**src/rtl/inst_mem_loader.sv**
```systemverilog
// Synchronous-read instruction memory with a valid/ready program-load port and fetch-fault reporting.
// Define INST_MEM_PARITY_EN to store a per-word even-parity bit and report FaultCode 11 on mismatch.
module inst_mem_loader #(
  parameter int unsigned ADDR_W   = 5,
  parameter logic [31:0] NOP_WORD = 32'h0000_0000
) (
  input  logic              Clk,
  input  logic              Reset,
  input  logic              LoadStart,
  input  logic              LoadValid,
  input  logic [31:0]       LoadData,
  input  logic              LoadLast,
  output logic              LoadReady,
  output logic [ADDR_W:0]   LoadCount,
  output logic              Loading,
  input  logic              FetchReq,
  input  logic [31:0]       Addr,
  output logic              FetchReady,
  output logic              InstValid,
  output logic [31:0]       Inst,
  output logic              Fault,
  output logic [1:0]        FaultCode
);

  localparam int unsigned DEPTH   = 2 ** ADDR_W;
  localparam int unsigned CNT_W   = ADDR_W + 1;
  localparam int unsigned HI_LSB  = ADDR_W + 2;
`ifdef INST_MEM_PARITY_EN
  localparam int unsigned MEM_W   = 33;
`else
  localparam int unsigned MEM_W   = 32;
`endif

  typedef enum logic [1:0] {
    S_IDLE = 2'd0,
    S_LOAD = 2'd1,
    S_RUN  = 2'd2
  } state_t;

  state_t             state_q;
  state_t             state_d;
  logic [MEM_W-1:0]   mem [DEPTH];

  logic               load_accept_c;
  logic               fetch_accept_c;
  logic [ADDR_W-1:0]  ptr_c;
  logic [ADDR_W-1:0]  idx_c;
  logic [MEM_W-1:0]   rd_word_c;
  logic [MEM_W-1:0]   wr_word_c;
  logic               misaligned_c;
  logic               out_range_c;
  logic               parity_err_c;

  // The load pointer is the low bits of the word count; it never reaches DEPTH while in LOAD.
  assign ptr_c        = LoadCount[ADDR_W-1:0];
  assign idx_c        = Addr[ADDR_W+1:2];
  assign rd_word_c    = mem[idx_c];
  assign misaligned_c = (Addr[1:0] != 2'b00);
  assign out_range_c  = ((Addr >> HI_LSB) != 32'd0);

`ifdef INST_MEM_PARITY_EN
  assign wr_word_c    = {^LoadData, LoadData};
  assign parity_err_c = ^rd_word_c;
`else
  assign wr_word_c    = LoadData;
  assign parity_err_c = 1'b0;
`endif

  // Next-state and handshake acceptance; LoadStart in LOAD drops a coincident beat.
  always_comb begin
    state_d        = state_q;
    load_accept_c  = 1'b0;
    fetch_accept_c = 1'b0;
    case (state_q)
      S_IDLE: begin
        if (LoadStart) state_d = S_LOAD;
      end
      S_LOAD: begin
        load_accept_c = LoadValid && LoadReady && !LoadStart;
        if (load_accept_c && (LoadLast || (ptr_c == ADDR_W'(DEPTH - 1)))) state_d = S_RUN;
      end
      S_RUN: begin
        fetch_accept_c = FetchReq && FetchReady;
        if (LoadStart) state_d = S_LOAD;
      end
      default: state_d = S_IDLE;
    endcase
  end

  // Control state, load counter and fetch result registers.
  always_ff @(posedge Clk) begin
    if (Reset) begin
      state_q    <= S_IDLE;
      LoadReady  <= 1'b0;
      Loading    <= 1'b0;
      FetchReady <= 1'b0;
      LoadCount  <= '0;
      InstValid  <= 1'b0;
      Inst       <= '0;
      Fault      <= 1'b0;
      FaultCode  <= 2'b00;
    end else begin
      state_q    <= state_d;
      LoadReady  <= (state_d == S_LOAD);
      Loading    <= (state_d == S_LOAD);
      FetchReady <= (state_d == S_RUN);

      if (LoadStart) begin
        LoadCount <= '0;
      end else if (load_accept_c) begin
        LoadCount <= LoadCount + CNT_W'(1);
      end

      InstValid <= fetch_accept_c;
      if (fetch_accept_c) begin
        if (misaligned_c) begin
          Inst      <= NOP_WORD;
          Fault     <= 1'b1;
          FaultCode <= 2'b01;
        end else if (out_range_c) begin
          Inst      <= NOP_WORD;
          Fault     <= 1'b1;
          FaultCode <= 2'b10;
        end else if (parity_err_c) begin
          Inst      <= NOP_WORD;
          Fault     <= 1'b1;
          FaultCode <= 2'b11;
        end else begin
          Inst      <= rd_word_c[31:0];
          Fault     <= 1'b0;
          FaultCode <= 2'b00;
        end
      end else begin
        Fault     <= 1'b0;
        FaultCode <= 2'b00;
      end
    end
  end

  // Storage array is deliberately left out of reset so a reload can keep earlier words.
  always_ff @(posedge Clk) begin
    if (load_accept_c && !Reset) begin
      mem[ptr_c] <= wr_word_c;
    end
  end

endmodule
```
**config.mk**
```make
export PLATFORM = sky130hd
export DESIGN_NAME = inst_mem_loader
export DESIGN_NICKNAME = d
export VERILOG_FILES = /design/src/rtl/inst_mem_loader.sv
export SDC_FILE = /design/constraint.sdc
export NUM_CORES = 1
export LEC_CHECK = 0
export ABC_CLOCK_PERIOD_IN_PS = 7000
export CELL_PAD_IN_SITES_DETAIL_PLACEMENT = 1
export CELL_PAD_IN_SITES_GLOBAL_PLACEMENT = 1
export CORE_MARGIN = 2
export CORE_UTILIZATION = 55
export DETAILED_ROUTE_END_ITERATION = 8
export PLACE_DENSITY = 0.78
export SLEW_MARGIN = 10
export SYNTH_ARGS = -nofsm -noshare
export SYNTH_HDL_FRONTEND = slang
export SYNTH_SLANG_ARGS = --single-unit
```
**constraint.sdc**
```tcl
create_clock -name Clk -period 7 [get_ports Clk]
set_clock_uncertainty 0.2 [all_clocks]
set_input_delay 1.4 -clock Clk [delete_from_list [all_inputs] [get_ports Clk]]
set_output_delay 1.4 -clock Clk [all_outputs]
set_load 0.01 [all_outputs]
```
==> results of run 1 <==
-- synth_stat cells (all sizes together) (2+ instances only) --
cell type     n  area share
a221o        22      0.0054
mux2i        81       0.020
a32oi        20      0.0043
a22oi        46      0.0085
nor3          2     0.00025
nand4         3     0.00046
mux2         46       0.013
nand3         7     0.00086
nand3b        3     0.00055
dfxtp        46       0.023
nor2b        27      0.0041
nand2b        2     0.00031
or2           2     0.00031
buf          63       0.010
clkbuf       47      0.0043
o21a         10      0.0018
mux4        196        0.11
inv           6     0.00055
nor2         81      0.0075
o221a         2     0.00055
edfxtp     1024        0.75
o21ai        31      0.0038
a21boi        2     0.00037
nand2        47      0.0043
o211ai        2     0.00037
nor4          7      0.0016
ha            5      0.0015
xor2          3     0.00064
o22ai        40      0.0061
and3          3     0.00046
a22o         17      0.0037
a221oi       36      0.0077
-- metrics by stage --
stage	cell area, µm²	setup WS, ns
2_1_floorplan	40800	2.44
3_3_place_gp	43400	1.57
3_5_place_dp	43400	1.40
4_1_cts	46800	2.10
5_1_grt	47000	1.91
6_report	47000	2.02
-- power breakdown --
part           switching (µW)  internal [µW]  leakage [µW]
Clock                    2460           3260       0.00170
Sequential               1.83           7010       0.00957
Combinational             400            227       0.00364
-- path summary, 6_finish.rpt --
check                               start    endpoint  cells after the start
worst max-delay path            LoadValid  mem[26][5]                      7
worst min-delay path              Inst[1]     Inst[1]                      2
worst max register to register    Loading  mem[26][5]                      6
worst min register to register    Inst[1]     Inst[1]                      2
-- flip-flops by register name (all words and copies together), names as in the netlist --
register and flops:
InstValid 1, Inst 32, Loading 1, state_q 2
FaultCode 2, LoadCount 6, Fault 1, FetchReady 1
mem 1024
-- cell families (layout without fill, tap and decap cells) --
| group | Yosys count | in the layout | synth area share |
|---|---|---|---|
| and+or+nand+nor | 190 | 190 | 0.0221 |
| adders and majority gates | 5 | 5 | 0.00153 |
| xor gates and xnor gates | 4 | 4 | 0.000859 |
| buffers and inverters | 116 | 393 | 0.0152 |
| muxes | 323 | 323 | 0.141 |
| DFF | 1070 | 1070 | 0.777 |
| AOI/OAI and AO/OA | 229 | 229 | 0.0427 |
-- final cells by class --
class / instances / share of cell area
Sequential cell: 1070 / 0.673
Multi-Input combinational cell: 751 / 0.187
Tap cell: 959 / 0.0255
Clock buffer: 144 / 0.0629
Inverter: 6 / 0.000479
Clock inverter: 52 / 0.0106
Timing Repair Buffer: 191 / 0.0404
-- layer usage --
metal / GRT usage / up-vias / share of wire
met4: 0.140 / 0 / 0.050
met3: 0.0444 / 263 / 0.077
met5: 0 / - / 0
li1: - / 8501 / -
met2: 0.522 / 1247 / 0.52
met1: 0.384 / 11500 / 0.36
-- tightest hold or removal path: cells and delay by family (launching register included) --
family | cells | cell delay (ns)
AO/OA/AOI/OAI | 2 | 0.16
flip-flops | 1 | 0.33
==> flow_summary.json, run 1 <==
{
  "status": "complete, no violations",
  "tightest_slew_ns": 1.28,
  "postCtsResizedCells": 0,
  "drive_above_1_share": 0.242,
  "synthFlopType": "edfxtp_1",
  "power_density_nw_per_um2": 284,
  "critPathBufInv": 2,
  "dp.cells": 2968,
  "finalWirelength_um": 117000,
  "cts_hold_buf": 0,
  "fin_setup_tns_ns": 0,
  "relSlewSlack": 0.145,
  "area_growth_pct": 15.3,
  "crit_fanout": 18,
  "hold-worst-slack_ns": 0.330,
  "rows": 99,
  "synth_edf_count": 1024,
  "clockBufferDepth": 3,
  "die_area_um2": 76300,
  "cts_tree": "built",
  "initial_core_util": 0.557,
  "ir_drop_mv": 0.223,
  "crit_top_cell": "nand2_1",
  "report.final.slew_viol_count": 0,
  "layout.cells.non_filler": 3173,
  "post_cts_buffers": 0,
  "cts.htree.levels": 3,
  "ys_seq_elements": 1070,
  "grt.total_usage": 0.303,
  "syn_avg_cell_area_um2": 21.0,
  "setup_violations": 0,
  "grt_pass1_vias": 22600,
  "worstHoldPathType": "register to register",
  "fmax_mhz": 201,
  "rsz0062_at_grt": "no",
  "critPathLaunchType": "input port",
  "fillers": 5852,
  "hold_violations": 0,
  "overflow": 0,
  "cts.clk_slew.worst_paths_ns": 0.06,
  "firstDrtPassIters": 6,
  "critPathCaptureType": "register",
  "crit_chain": "clkdlybuf4s50_1, nand2_1, nor4b_2, nor2b_1, nand2_1, nor2_4, buf_4",
  "num_vias": 21500,
  "wire_per_inst_um": 36.8,
  "maxCapViolations": 0,
  "die_h_um": 276,
  "port_buffers": 114,
  "cp.arrival_ns": 5.12,
  "fin_util": 0.642,
  "period_needed_ns": 4.98,
  "post-route-period-util": 0.712,
  "p_leak_uw": 0.0149,
  "crit_required_ns": 7.14,
  "synth_warnings": 0,
  "cts_root_buf": "clkbuf_16",
  "cts_sinks": 1070,
  "die_x_um": 276,
  "drt-initial-drc-count": 2743,
  "insertion_delay_ns": 0.69,
  "critPathKind": "input port to register",
  "diodes": 0,
  "grt_pass1_wl_um": 165000,
  "synth_cell_types": 47,
  "cts-buffers-inserted": 107,
  "syn_nets": 2012,
  "antenna_found_initial": 0,
  "nets": 2202,
  "r2r_slack_ns": 2.79,
  "multi_input_area_um2": 8780,
  "detail-route-antenna-nets": 0,
  "max_stage_delay_ns": 0.94,
  "grt_max_degree": 89,
  "total_power_uw": 13400,
  "dp_hpwl_um": 68000,
  "coreArea_um2": 73200,
  "synth-seq-area-share": 0.777,
  "drcViolationCount": 0,
  "regArea_um2": 31700,
  "slowest_stage": "nor2_4",
  "final_common_cell": "edfxtp_1",
  "ys_async_sr_fraction": 0,
  "routabilityCongestion": 0.864,
  "vias_per_cell": 6.78,
  "path_delay_family": "simple AND/OR/NAND/NOR gates",
  "final_cell_mix": "edfxtp_1, mux4_2, clkbuf_16, clkdlybuf4s50_1, mux2i_1",
  "pin_count": 115,
  "syn-instance-count": 1937,
  "synth_area_um2": 40800
}
(Power assumes the default switching activity.)
==> run 2: changes to the inputs <==
--- a/config.mk
+++ b/config.mk
@@ -5,13 +5,13 @@
 export SDC_FILE = /design/constraint.sdc
 export NUM_CORES = 1
 export LEC_CHECK = 0
-export ABC_CLOCK_PERIOD_IN_PS = 7000
+export ABC_CLOCK_PERIOD_IN_PS = 4900
 export CELL_PAD_IN_SITES_DETAIL_PLACEMENT = 1
 export CELL_PAD_IN_SITES_GLOBAL_PLACEMENT = 1
 export CORE_MARGIN = 2
-export CORE_UTILIZATION = 55
+export CORE_UTILIZATION = 54
 export DETAILED_ROUTE_END_ITERATION = 8
-export PLACE_DENSITY = 0.78
+export PLACE_DENSITY = 0.77
 export SLEW_MARGIN = 10
 export SYNTH_ARGS = -nofsm -noshare
 export SYNTH_HDL_FRONTEND = slang
==> constraint.sdc (replaced) <==
create_clock -name Clk -period 4.9 [get_ports Clk]
set_clock_uncertainty 0.2 [all_clocks]
set_input_delay 0.98 -clock Clk [delete_from_list [all_inputs] [get_ports Clk]]
set_output_delay 0.98 -clock Clk [all_outputs]
set_load 0.01 [all_outputs]
==> flow_summary.json, run 2 (synthesized netlist as in run 1, its figures left out) <==
{
  "status": "complete, no violations",
  "hold-worst-slack_ns": 0.304,
  "antenna_found_initial": 2,
  "vias_per_cell": 6.63,
  "pin_count": 115,
  "drcViolationCount": 0,
  "crit_required_ns": 4.98,
  "cts_tree": "built",
  "cts_root_buf": "clkbuf_16",
  "insertion_delay_ns": 0.67,
  "die_area_um2": 77700,
  "die_x_um": 279,
  "rows": 100,
  "post-route-period-util": 0.694,
  "coreArea_um2": 74600,
  "dp.cells": 3024,
  "cts-buffers-inserted": 104,
  "grt_pass1_wl_um": 165000,
  "power_density_nw_per_um2": 401,
  "area_growth_pct": 16.1,
  "period_needed_ns": 3.40,
  "num_vias": 21300,
  "maxCapViolations": 0,
  "total_power_uw": 19000,
  "firstDrtPassIters": 7,
  "regArea_um2": 31700,
  "wire_per_inst_um": 35.2,
  "reg_top3": "mem: 1024 flops, Inst: 32 flops, LoadCount: 6 flops",
  "final_cell_mix": "edfxtp_1, mux4_2, clkbuf_16, clkdlybuf4s50_1, buf_4",
  "cts_sinks": 1070,
  "die_h_um": 279,
  "dp_hpwl_um": 67000,
  "tightest_slew_ns": 1.32,
  "cp-endpoint": "mem[12][9]",
  "final_common_cell": "edfxtp_1",
  "reg2reg_depth": 8,
  "rsz0062_at_grt": "no",
  "grt.total_usage": 0.298,
  "cp.arrival_ns": 3.48,
  "report.final.slew_viol_count": 0,
  "r2r_slack_ns": 1.92,
  "overflow": 0,
  "critPathKind": "input port to register",
  "cts.htree.levels": 3,
  "multi_input_area_um2": 8780,
  "layout.cells.non_filler": 3219,
  "cts.clk_slew.worst_paths_ns": 0.06,
  "nets": 2236,
  "worstSetupStartpoint": "LoadValid",
  "routabilityCongestion": 0.836,
  "setup_violations": 0,
  "p_leak_uw": 0.0151,
  "drive_above_1_share": 0.251,
  "critPathLaunchType": "input port",
  "cts_hold_buf": 0,
  "hold_violations": 0,
  "fin_setup_tns_ns": 0,
  "finalWirelength_um": 113000,
  "port_buffers": 114,
  "grt_pass1_vias": 22900,
  "ir_drop_mv": 0.303,
  "drt-initial-drc-count": 2818,
  "postCtsResizedCells": 0,
  "post_cts_buffers": 0,
  "fillers": 6052,
  "largest_register_ffs": 1024,
  "clockBufferDepth": 3,
  "initial_core_util": 0.547,
  "crit_fanout": 32,
  "grt_max_degree": 62,
  "critPathCaptureType": "register",
  "detail-route-antenna-nets": 0,
  "fin_util": 0.635,
  "r2r_end": "mem[12][9]",
  "max_flop_register": "mem",
  "worstReg2RegStart": "Loading",
  "worstHoldPathType": "register to register",
  "fmax_mhz": 294,
  "relSlewSlack": 0.117
}
-- run 2: cell types whose count changed in the layout (fill, tap and decap cells not counted) --
cell        change
buf_4          +29
clkinv_2        -4
clkinvlp_4      +3
clkinv_1        +8
clkinv_8        -2
diode_2         +1
inv_16          -1
buf_12         +14
clkbuf_16       -1
clkbuf_1        -2
bufinv_16       +3
clkbuf_8        -6
buf_16          -6
-- run 2: how the worst min path moves through the flow --
stage,start,end,depth (start not counted)
final,Inst[14],Inst[14],2
after global placement,Inst[14],Inst[14],2
after global routing,Inst[14],Inst[14],2
after CTS,Inst[14],Inst[14],2
after detailed placement,Inst[14],Inst[14],2
after floorplan,Inst[14],Inst[14],2
-- run 2: layout make-up --
| cell class | count | area share |
|---|---|---|
| tap | 969 | 0.0256 |
| timing repair buffer | 228 | 0.0472 |
| antenna | 1 | 0.0000529 |
| inverter | 6 | 0.000476 |
| multi-input combinational | 751 | 0.185 |
| clock buffer | 135 | 0.0601 |
| sequential | 1070 | 0.669 |
| clock inverter | 59 | 0.0121 |
-- run 2: metal layers --
layer	track usage	routed length, µm	up-vias
li1	-	-	8572
met1	0.396	42300	11300
met2	0.492	56600	1187
met3	0.0544	9290	260
met4	0.121	4990	4
met5	0	23	-
-- run 2: report_power, final --
group | total, µW | internal, µW | switching, µW | leakage [µW]
logic | 891 | 328 | 563 | 0.00383
clock network | 8070 | 4660 | 3410 | 0.00166
registers | 10000 | 10000 | 2.09 | 0.00957
total | 19000 | 15000 | 3970 | 0.0151
-- run 2: through the flow --
stage	setup slack (ns)	instance area [µm²]
3_3_place_gp	0.779	43900
6_report	1.50	47300
3_5_place_dp	0.848	43900
2_1_floorplan	0.765	40800
5_1_grt	1.38	47300
4_1_cts	1.51	47400
-- run 2: worst max-delay path, cell delays in order --
cell,delay [ns]
clkdlybuf4s50_1,0.46
nand2_1,0.09
nor4b_2,0.28
buf_4,0.21
nor2b_1,0.44
nand2_1,0.12
buf_4,0.24
nor2_4,0.12
buf_4,0.50
